[src/rtl/pc_sequencer_if.sv]
// Fetch-sequencer bus: EX redirect, stall/ready/accelerator controls in; PC, fetch and flush controls out.
interface pc_sequencer_if;
    localparam int unsigned XLEN  = 32;
    localparam int unsigned CNT_W = 16;

    logic              ex_valid;
    logic              ex_pc_src;
    logic [XLEN-1:0]   ex_new_pc;
    logic              stall;
    logic              if_ready;
    logic              acc_busy;
    logic              trap_ack;

    logic [XLEN-1:0]   pc;
    logic              fetch_valid;
    logic              flush_if_id;
    logic              flush_id_ex;
    logic              misalign_trap;
    logic [XLEN-1:0]   bad_target;
    logic [CNT_W-1:0]  redirect_cnt;

    // Sequencer side
    modport master (
        input  ex_valid, ex_pc_src, ex_new_pc, stall, if_ready, acc_busy, trap_ack,
        output pc, fetch_valid, flush_if_id, flush_id_ex, misalign_trap, bad_target, redirect_cnt
    );

    // Pipeline / environment side
    modport slave (
        output ex_valid, ex_pc_src, ex_new_pc, stall, if_ready, acc_busy, trap_ack,
        input  pc, fetch_valid, flush_if_id, flush_id_ex, misalign_trap, bad_target, redirect_cnt
    );
endinterface

[src/rtl/pc_sequencer.sv]
// PC register and fetch sequencer: applies EX redirects, stalls and accelerator holds,
// suppresses fetch after redirects and traps on misaligned redirect targets.
module pc_sequencer #(
    parameter logic [31:0] RESET_PC     = 32'h0000_0000,
    parameter logic [31:0] TRAP_PC      = 32'h0000_0100,
    parameter int unsigned FLUSH_CYCLES = 1
) (
    input  logic          clk,
    input  logic          rst,
    pc_sequencer_if.master ctl_io
);
    localparam int unsigned XLEN    = 32;
    localparam int unsigned CNT_W   = 16;
    localparam int unsigned FCNT_W  = 4;
    localparam logic [FCNT_W-1:0] FLUSH_LOAD = FCNT_W'(FLUSH_CYCLES);

    typedef enum logic [1:0] {
        ST_RUN   = 2'd0,
        ST_FLUSH = 2'd1,
        ST_HOLD  = 2'd2,
        ST_TRAP  = 2'd3
    } state_e;

    state_e             state_q, state_d;
    logic [XLEN-1:0]    pc_q, pc_d;
    logic [FCNT_W-1:0]  fcnt_q, fcnt_d;
    logic [XLEN-1:0]    bad_target_q, bad_target_d;
    logic [CNT_W-1:0]   redirect_cnt_q, redirect_cnt_d;

    logic               redir;
    logic               aligned;
    logic [CNT_W-1:0]   cnt_inc;
    logic               fetch_valid_c;
    logic               flush_c;

    assign redir   = ctl_io.ex_valid & ctl_io.ex_pc_src;
    assign aligned = (ctl_io.ex_new_pc[1:0] == 2'b00);
    assign cnt_inc = (redirect_cnt_q == {CNT_W{1'b1}}) ? redirect_cnt_q
                                                       : redirect_cnt_q + CNT_W'(1);

    // State and datapath registers
    always_ff @(posedge clk or posedge rst) begin
        if (rst) begin
            state_q        <= ST_RUN;
            pc_q           <= RESET_PC;
            fcnt_q         <= '0;
            bad_target_q   <= '0;
            redirect_cnt_q <= '0;
        end else begin
            state_q        <= state_d;
            pc_q           <= pc_d;
            fcnt_q         <= fcnt_d;
            bad_target_q   <= bad_target_d;
            redirect_cnt_q <= redirect_cnt_d;
        end
    end

    // Next-state, PC update and fetch-valid; redirect has priority over acc_busy, stall, advance
    always_comb begin
        state_d        = state_q;
        pc_d           = pc_q;
        fcnt_d         = fcnt_q;
        bad_target_d   = bad_target_q;
        redirect_cnt_d = redirect_cnt_q;
        fetch_valid_c  = 1'b0;
        flush_c        = redir & (state_q != ST_TRAP);

        unique case (state_q)
            ST_RUN: begin
                fetch_valid_c = ~ctl_io.acc_busy;
                if (redir) begin
                    if (aligned) begin
                        pc_d           = ctl_io.ex_new_pc;
                        redirect_cnt_d = cnt_inc;
                        if (FLUSH_CYCLES != 0) begin
                            state_d = ST_FLUSH;
                            fcnt_d  = FLUSH_LOAD;
                        end
                    end else begin
                        pc_d         = TRAP_PC;
                        bad_target_d = ctl_io.ex_new_pc;
                        state_d      = ST_TRAP;
                    end
                end else if (ctl_io.acc_busy) begin
                    state_d = ST_HOLD;
                end else if (!ctl_io.stall && ctl_io.if_ready) begin
                    pc_d = pc_q + XLEN'(4);
                end
            end

            ST_FLUSH: begin
                if (redir) begin
                    if (aligned) begin
                        pc_d           = ctl_io.ex_new_pc;
                        redirect_cnt_d = cnt_inc;
                        fcnt_d         = FLUSH_LOAD;
                    end else begin
                        pc_d         = TRAP_PC;
                        bad_target_d = ctl_io.ex_new_pc;
                        state_d      = ST_TRAP;
                    end
                end else begin
                    fcnt_d = fcnt_q - FCNT_W'(1);
                    if (fcnt_q <= FCNT_W'(1)) begin
                        state_d = ST_RUN;
                    end
                end
            end

            ST_HOLD: begin
                if (redir) begin
                    if (aligned) begin
                        pc_d           = ctl_io.ex_new_pc;
                        redirect_cnt_d = cnt_inc;
                    end else begin
                        pc_d         = TRAP_PC;
                        bad_target_d = ctl_io.ex_new_pc;
                        state_d      = ST_TRAP;
                    end
                end else if (!ctl_io.acc_busy) begin
                    state_d = ST_RUN;
                end
            end

            ST_TRAP: begin
                pc_d = TRAP_PC;
                if (ctl_io.trap_ack) begin
                    state_d = ST_RUN;
                end
            end

            default: begin
                state_d = ST_RUN;
            end
        endcase
    end

    // Output drive; 1-bit controls forced low while reset is asserted
    assign ctl_io.pc            = pc_q;
    assign ctl_io.bad_target    = bad_target_q;
    assign ctl_io.redirect_cnt  = redirect_cnt_q;
    assign ctl_io.fetch_valid   = fetch_valid_c & ~rst;
    assign ctl_io.flush_if_id   = flush_c & ~rst;
    assign ctl_io.flush_id_ex   = flush_c & ~rst;
    assign ctl_io.misalign_trap = (state_q == ST_TRAP) & ~rst;
endmodule
[src/flat_wrapper.sv]
// flat-port wrapper written by rule: the top's interface ports become plain ports
module pc_sequencer_flat 
#(
    parameter logic [31:0] RESET_PC     = 32'h0000_0000,
    parameter logic [31:0] TRAP_PC      = 32'h0000_0100,
    parameter int unsigned FLUSH_CYCLES = 1
)
  (clk, rst, ctl_io_ex_valid, ctl_io_ex_pc_src, ctl_io_ex_new_pc, ctl_io_stall, ctl_io_if_ready, ctl_io_acc_busy, ctl_io_trap_ack, ctl_io_pc, ctl_io_fetch_valid, ctl_io_flush_if_id, ctl_io_flush_id_ex, ctl_io_misalign_trap, ctl_io_bad_target, ctl_io_redirect_cnt);
  pc_sequencer_if ctl_io_i ();
  input  logic clk;
  input  logic rst;
  input wire logic [$bits(ctl_io_i.ex_valid)-1:0] ctl_io_ex_valid;
  input wire logic [$bits(ctl_io_i.ex_pc_src)-1:0] ctl_io_ex_pc_src;
  input wire logic [$bits(ctl_io_i.ex_new_pc)-1:0] ctl_io_ex_new_pc;
  input wire logic [$bits(ctl_io_i.stall)-1:0] ctl_io_stall;
  input wire logic [$bits(ctl_io_i.if_ready)-1:0] ctl_io_if_ready;
  input wire logic [$bits(ctl_io_i.acc_busy)-1:0] ctl_io_acc_busy;
  input wire logic [$bits(ctl_io_i.trap_ack)-1:0] ctl_io_trap_ack;
  output wire logic [$bits(ctl_io_i.pc)-1:0] ctl_io_pc;
  output wire logic [$bits(ctl_io_i.fetch_valid)-1:0] ctl_io_fetch_valid;
  output wire logic [$bits(ctl_io_i.flush_if_id)-1:0] ctl_io_flush_if_id;
  output wire logic [$bits(ctl_io_i.flush_id_ex)-1:0] ctl_io_flush_id_ex;
  output wire logic [$bits(ctl_io_i.misalign_trap)-1:0] ctl_io_misalign_trap;
  output wire logic [$bits(ctl_io_i.bad_target)-1:0] ctl_io_bad_target;
  output wire logic [$bits(ctl_io_i.redirect_cnt)-1:0] ctl_io_redirect_cnt;
  assign ctl_io_i.ex_valid = ctl_io_ex_valid;
  assign ctl_io_i.ex_pc_src = ctl_io_ex_pc_src;
  assign ctl_io_i.ex_new_pc = ctl_io_ex_new_pc;
  assign ctl_io_i.stall = ctl_io_stall;
  assign ctl_io_i.if_ready = ctl_io_if_ready;
  assign ctl_io_i.acc_busy = ctl_io_acc_busy;
  assign ctl_io_i.trap_ack = ctl_io_trap_ack;
  assign ctl_io_pc = ctl_io_i.pc;
  assign ctl_io_fetch_valid = ctl_io_i.fetch_valid;
  assign ctl_io_flush_if_id = ctl_io_i.flush_if_id;
  assign ctl_io_flush_id_ex = ctl_io_i.flush_id_ex;
  assign ctl_io_misalign_trap = ctl_io_i.misalign_trap;
  assign ctl_io_bad_target = ctl_io_i.bad_target;
  assign ctl_io_redirect_cnt = ctl_io_i.redirect_cnt;
  pc_sequencer #(.RESET_PC(RESET_PC), .TRAP_PC(TRAP_PC), .FLUSH_CYCLES(FLUSH_CYCLES)) u_core (.clk(clk), .rst(rst), .ctl_io(ctl_io_i));
endmodule
[config.mk]
export PLATFORM = sky130hd
export DESIGN_NAME = pc_sequencer_flat
export DESIGN_NICKNAME = d
export VERILOG_FILES = /design/src/rtl/pc_sequencer_if.sv /design/src/rtl/pc_sequencer.sv /design/src/flat_wrapper.sv
export SDC_FILE = /design/constraint.sdc
export NUM_CORES = 1
export LEC_CHECK = 0
export ABC_AREA = 0
export BUFFER_PORTS_ARGS = -buffer_cell sky130_fd_sc_hd__buf_2
export CORE_UTILIZATION = 35
export CTS_CLUSTER_DIAMETER = 30
export DETAILED_ROUTE_END_ITERATION = 16
export GPL_TIMING_DRIVEN = 0
export HOLD_SLACK_MARGIN = 0.12
export MAX_ROUTING_LAYER = met4
export PLACE_DENSITY = 0.69
export SYNTH_ARGS = -nofsm -noshare
export SYNTH_HDL_FRONTEND = slang
export SYNTH_SLANG_ARGS = --single-unit
[constraint.sdc]
create_clock -name clk -period 5 [get_ports clk]
set_input_delay 1 -clock clk [delete_from_list [all_inputs] [get_ports clk]]
set_output_delay 1 -clock clk [all_outputs]
set_load 0.05 [all_outputs]
Word level (Yosys, flattened, before mapping)
Index checks and enable logic that the tools add are counted.
{"block": "totals", "regBits": 86, "output_inout_bits": 84}
{"block": "classes", "add_sub_neg": 3, "n_lt_le_gt_ge": 1, "eq_ne": 13, "mux": 21, "bitwise_logic": 9, "n_reduce_logical": 12}
{"op": "32-bit 2-to-1 mux", "n": 5}
{"op": "32-bit case mux with 3 select lines", "n": 1}
{"op": "32-bit by 3-bit adder with 32-bit output, second input constant", "n": 1}
{"op": "2-bit 2-to-1 mux", "n": 9}
{"op": "16-bit by 1-bit adder with 16-bit output, second input constant", "n": 1}
{"op": "16-bit equality test, second input constant", "n": 1}
{"op": "4-bit 2-to-1 mux", "n": 3}
{"op": "3-bit by 2-bit != test with 1-bit output, second input constant", "n": 3}
{"op": "2-bit case mux with 4 select lines", "n": 1}
{"op": "4-bit case mux with 2 select lines", "n": 1}
{"op": "4-bit AND reduction", "n": 2}
{"op": "3-bit by 1-bit != test with 1-bit output, second input constant", "n": 2}
{"op": "3-bit AND reduction", "n": 2}
{"op": "1-bit AND", "n": 5}
{"op": "2-bit equality test, second input constant", "n": 2}
{"op": "4-bit by 1-bit less-or-equal comparator with 1-bit output, second input constant", "n": 1}
{"op": "2-bit logical NOT", "n": 2}
{"op": "2-bit by 1-bit != test with 1-bit output, second input constant", "n": 2}
{"op": "2-bit != test, second input constant", "n": 2}
{"op": "1-bit NOT", "n": 4}
{"op": "4-bit by 1-bit subtractor with 4-bit output, second input constant", "n": 1}
{"op": "3-bit OR reduction", "n": 1}
{"op": "2-bit by 1-bit equality test with 1-bit output, second input constant", "n": 1}
{"op": "2-bit AND reduction", "n": 1}
{"op": "other kinds (5)", "n": 5}

Depth between registers and ports, before layout
{"block": "logic_depth", "depth_word": 6, "depth_mapped": 9, "mapped_depth_nobuf": 7}

Least setup slack after synthesis
No wires, ideal clock.
{"block": "synth_path", "kind": "input port to output port", "from": "input ctl_io_ex_valid", "to": "output ctl_io_flush_if_id", "arrival_time_ns": 2.732, "t_required_ns": 4.000, "slack_ns": 1.268, "cell_stages": 4, "n_path_buf": 2, "cell_sequence": "nand2_1 clkbuf_1 nor3_1 buf_4"}
{"block": "synth_between", "elab_chain_len": 3}
{"item": "start, declared", "line": "flat_wrapper.sv:12", "source": "input wire logic [$bits(ctl_io_i.ex_valid)-1:0] ctl_io_ex_valid;"}
{"item": "1-bit AND", "line": "pc_sequencer.sv:36", "source": "assign redir = ctl_io.ex_valid & ctl_io.ex_pc_src;"}
{"item": "1-bit AND", "line": "pc_sequencer.sv:66", "source": "flush_c = redir & (state_q != ST_TRAP);"}
{"item": "1-bit AND"}
{"item": "end, declared", "line": "flat_wrapper.sv:21", "source": "output wire logic [$bits(ctl_io_i.flush_if_id)-1:0] ctl_io_flush_if_id;"}
Every way passes these cells.

Worst setup path in the final report
{"block": "layout_path", "from": "register u_core.state_q[0]", "to": "output ctl_io_fetch_valid"}
{"block": "layout_between", "elab_chain_len": 3}
{"item": "start, declared", "line": "pc_sequencer.sv:24", "source": "state_e state_q, state_d;"}
{"item": "start signal, assigned", "line": "pc_sequencer.sv:50", "source": "state_q <= state_d;"}
{"item": "2-bit logical NOT", "line": "pc_sequencer.sv:68", "source": "unique case (state_q)"}
{"item": "1-bit 2-to-1 mux", "line": "pc_sequencer.sv:68"}
{"item": "1-bit AND", "line": "pc_sequencer.sv:142", "source": "assign ctl_io.fetch_valid = fetch_valid_c & ~rst;"}
{"item": "end, declared", "line": "flat_wrapper.sv:20", "source": "output wire logic [$bits(ctl_io_i.fetch_valid)-1:0] ctl_io_fetch_valid;"}
Every way passes these cells.

==> flow_metrics.env <==
export IMPL_status="finished clean"
export IMPL_gp_congestion=0.917
export IMPL_fin_skew_ps=9.90
export IMPL_post_cts_buffers=0
export IMPL_synthesis_area_um2=4500
export IMPL_first_pass_iters=5
export IMPL_synth_cell_types=58
export IMPL_overflow=0
export IMPL_worstSetupPathType="flip-flop to output port"
export IMPL_crit_fanout=10
export IMPL_grt_max_degree=46
export IMPL_nFillCells=1247
export IMPL_max_slew_margin_pct=35.2
export IMPL_cts_tree="built"
export IMPL_synth_compound_area_share_pct=13.7
export IMPL_avgSynthCellArea_um2=10.0
export IMPL_synth_xor_area_share_pct=2.92
export IMPL_hp_class="flip-flop to flip-flop"
export IMPL_met1_usage_pct=26.9
export IMPL_hold_violations=0
export IMPL_power_density_nw_per_um2=602
export IMPL_syn_to_final_growth_pct=25.2
export IMPL_ioPinCount=124
export IMPL_yosysTopAreaCell="dfrtp_1"
export IMPL_dp_hpwl_um=9700
export IMPL_clock_sinks=86
export IMPL_die_height_um=115
export IMPL_synth_main_ff_cell="dfrtp_1"
export IMPL_async_flop_share_pct=100
export IMPL_crit_required_ps=4000
export IMPL_drt_total_wl_um=13000
export IMPL_synth_top_family_by_area="simple AND/OR/NAND/NOR gates"
export IMPL_rows=41
export IMPL_port_buffers=123
export IMPL_ant_nets=0
export IMPL_yosysMostFrequentCell="dfrtp_1"
export IMPL_final_util_pct=44.8
export IMPL_finalCriticalPeriod_ps=3150
export IMPL_yosys_area_share_simple_pct=20.7
export IMPL_yosys_top_cells_count="dfrtp_1, nand2_1, nor2_1, a21oi_1"
export IMPL_worst_pin_slew_ps=948
export IMPL_setup_viol=0
export IMPL_yosysWarnings=0
export IMPL_synth_mux_area_share_pct=9.34
export IMPL_fin_tns_setup_ps=0
export IMPL_use_met2_pct=31.4
export IMPL_ctsResizeCount=0
export IMPL_post_route_period_util_pct=62.9
export IMPL_syn_nets=497
export IMPL_die_w_um=115
export IMPL_ys_ff_latch=86
export IMPL_drt_iter0_markers=268
export IMPL_clk_pin_slew_ps=60
export IMPL_grt_pass1_wl_um=20600
export IMPL_drc=0
export IMPL_p_leak_uw=0.00264
export IMPL_route_detailed_wl_per_inst_um=17.1
export IMPL_gr_usage_met3_pct=5.80
export IMPL_seq_area_frac_synth_pct=47.8
export IMPL_syn_inst=449
export IMPL_clockRootBuffer="clkbuf_16"
export IMPL_antenna_found_initial=2
export IMPL_grt_busiest_layer="met2"
export IMPL_grt_pass1_vias=3927
export IMPL_die_area_um2=13300
export IMPL_clock_path_buffers=2
export IMPL_track_usage_pct=21.2
export IMPL_synth_edf_count=0
export IMPL_synthAdderAreaFrac_pct=2.22
export IMPL_worstSetupStartpointType="flip-flop"
export IMPL_slew_violations=0
export IMPL_cts_max_level=3
export IMPL_synth_top_cell_area_share_pct=47.8
export IMPL_cap_violations=0
export IMPL_cp_arrival_ps=2150
export IMPL_endpoint_kind="output port"
export IMPL_numCtsBuffers=9
export IMPL_cts_hold_buf=0
export IMPL_viasPerCell=5.37
export IMPL_clk_latency_ps=350
export IMPL_power_total_uw=3390
export IMPL_core_area_um2=12600
export IMPL_start_util_pct=35.8
export IMPL_nets=632
export IMPL_rsz0062_at_grt="false"
export IMPL_irDropWorstVdd_v=0.000269
export IMPL_layout_drive_gt1_share_pct=30.0
export IMPL_max_clock_freq_ghz=0.318
export IMPL_synthTopCellsByArea="dfrtp_1, mux2_2, nand2_1, mux2_1, nor2_1"
export IMPL_vias=4086
==> layout by cell type (no fill, tap or decap), types with 4 or more instances in the layout <==
cell type,count
a21oi_1,21
buf_2,128
and2_1,5
nand2_1,48
inv_1,17
nor2_1,30
mux2_2,18
o21ai_0,14
o21ai_1,13
nor3_1,15
nand4_1,17
xor2_1,4
dfrtp_1,86
mux2i_1,6
nand3_1,18
ha_1,8
mux2_1,14
xnor2_1,11
a32oi_1,4
o22ai_1,4
clkbuf_16,9
o211ai_1,4
clkbuf_1,10
a22oi_1,12
and3_1,8
or3_1,5
==> where the power goes <==
group,total [µW],switching (µW),internal (µW)
clock,636,264,371
sequential,1120,223,901
combinational,1630,1200,429
total,3390,1690,1700
==> worst max-delay path, stage by stage (launching register included) <==
cell      delay, ps
dfrtp_1         400
inv_1           120
ha_1            290
clkbuf_1        350
inv_1           150
nor3_1          190
buf_2           280
==> metrics by stage <==
step	cells	hold WS [ps]	cell area, µm²	worst slack (ps)
6_report	761	479	5630	1850
3_5_place_dp	745	465	5350	1900
3_3_place_gp	744	462	5330	705
4_1_cts	759	483	5630	1820
5_1_grt	761	500	5630	1690
2_1_floorplan	449	519	4500	1270
==> layout make-up <==
type / instances / area (µm²) / share of cell area (%)
antenna: 2 / 5.00 / 0.0888
tap: 172 / 215 / 3.82
clock buffer: 13 / 270 / 4.80
buffer: 17 / 81.3 / 1.44
timing repair buffer: 124 / 636 / 11.3
multi-input combinational: 328 / 2200 / 39.0
inverter: 18 / 70.1 / 1.24
sequential: 86 / 2150 / 38.2
clock inverter: 1 / 5.00 / 0.0888
==> final timing paths <==
kind | slack [ps] | from | cells past startpoint | to
worst max-delay path | 1850 | u_core.state_q[0] | 6 | ctl_io_fetch_valid
worst min-delay path | 480 | u_core.ctl_io.bad_target[5] | 1 | u_core.ctl_io.bad_target[5]
worst max register to register | 2310 | u_core.state_q[1] | 7 | u_core.ctl_io.pc[8]
worst min register to register | 480 | u_core.ctl_io.bad_target[5] | 1 | u_core.ctl_io.bad_target[5]
max in group asynchronous | 3620 | rst | 3 | u_core.ctl_io.pc[23]
min in group asynchronous | 740 | rst | 2 | u_core.ctl_io.bad_target[10]
==> cell families after synthesis <==
family | after synthesis
and+or+nand+nor | 172
AOI/OAI and AO/OA | 95
DFF | 86
muxes | 38
buffers and inverters | 35
xor gates and xnor gates | 15
adders and majority gates | 8
==> sequential cells by signal, summed over array words and instances, names as in the netlist <==
name                        cells
u_core.ctl_io.redirect_cnt     16
u_core.ctl_io.pc               32
u_core.ctl_io.bad_target       32
u_core.fcnt_q                   4
u_core.state_q                  2
==> per-layer routing <==
metal	vias up	wire length, µm
met5	-	0
met4	0	314
met3	23	1120
met2	163	5980
met1	1983	5600
li1	1917	-
(Power assumes the default switching activity.)
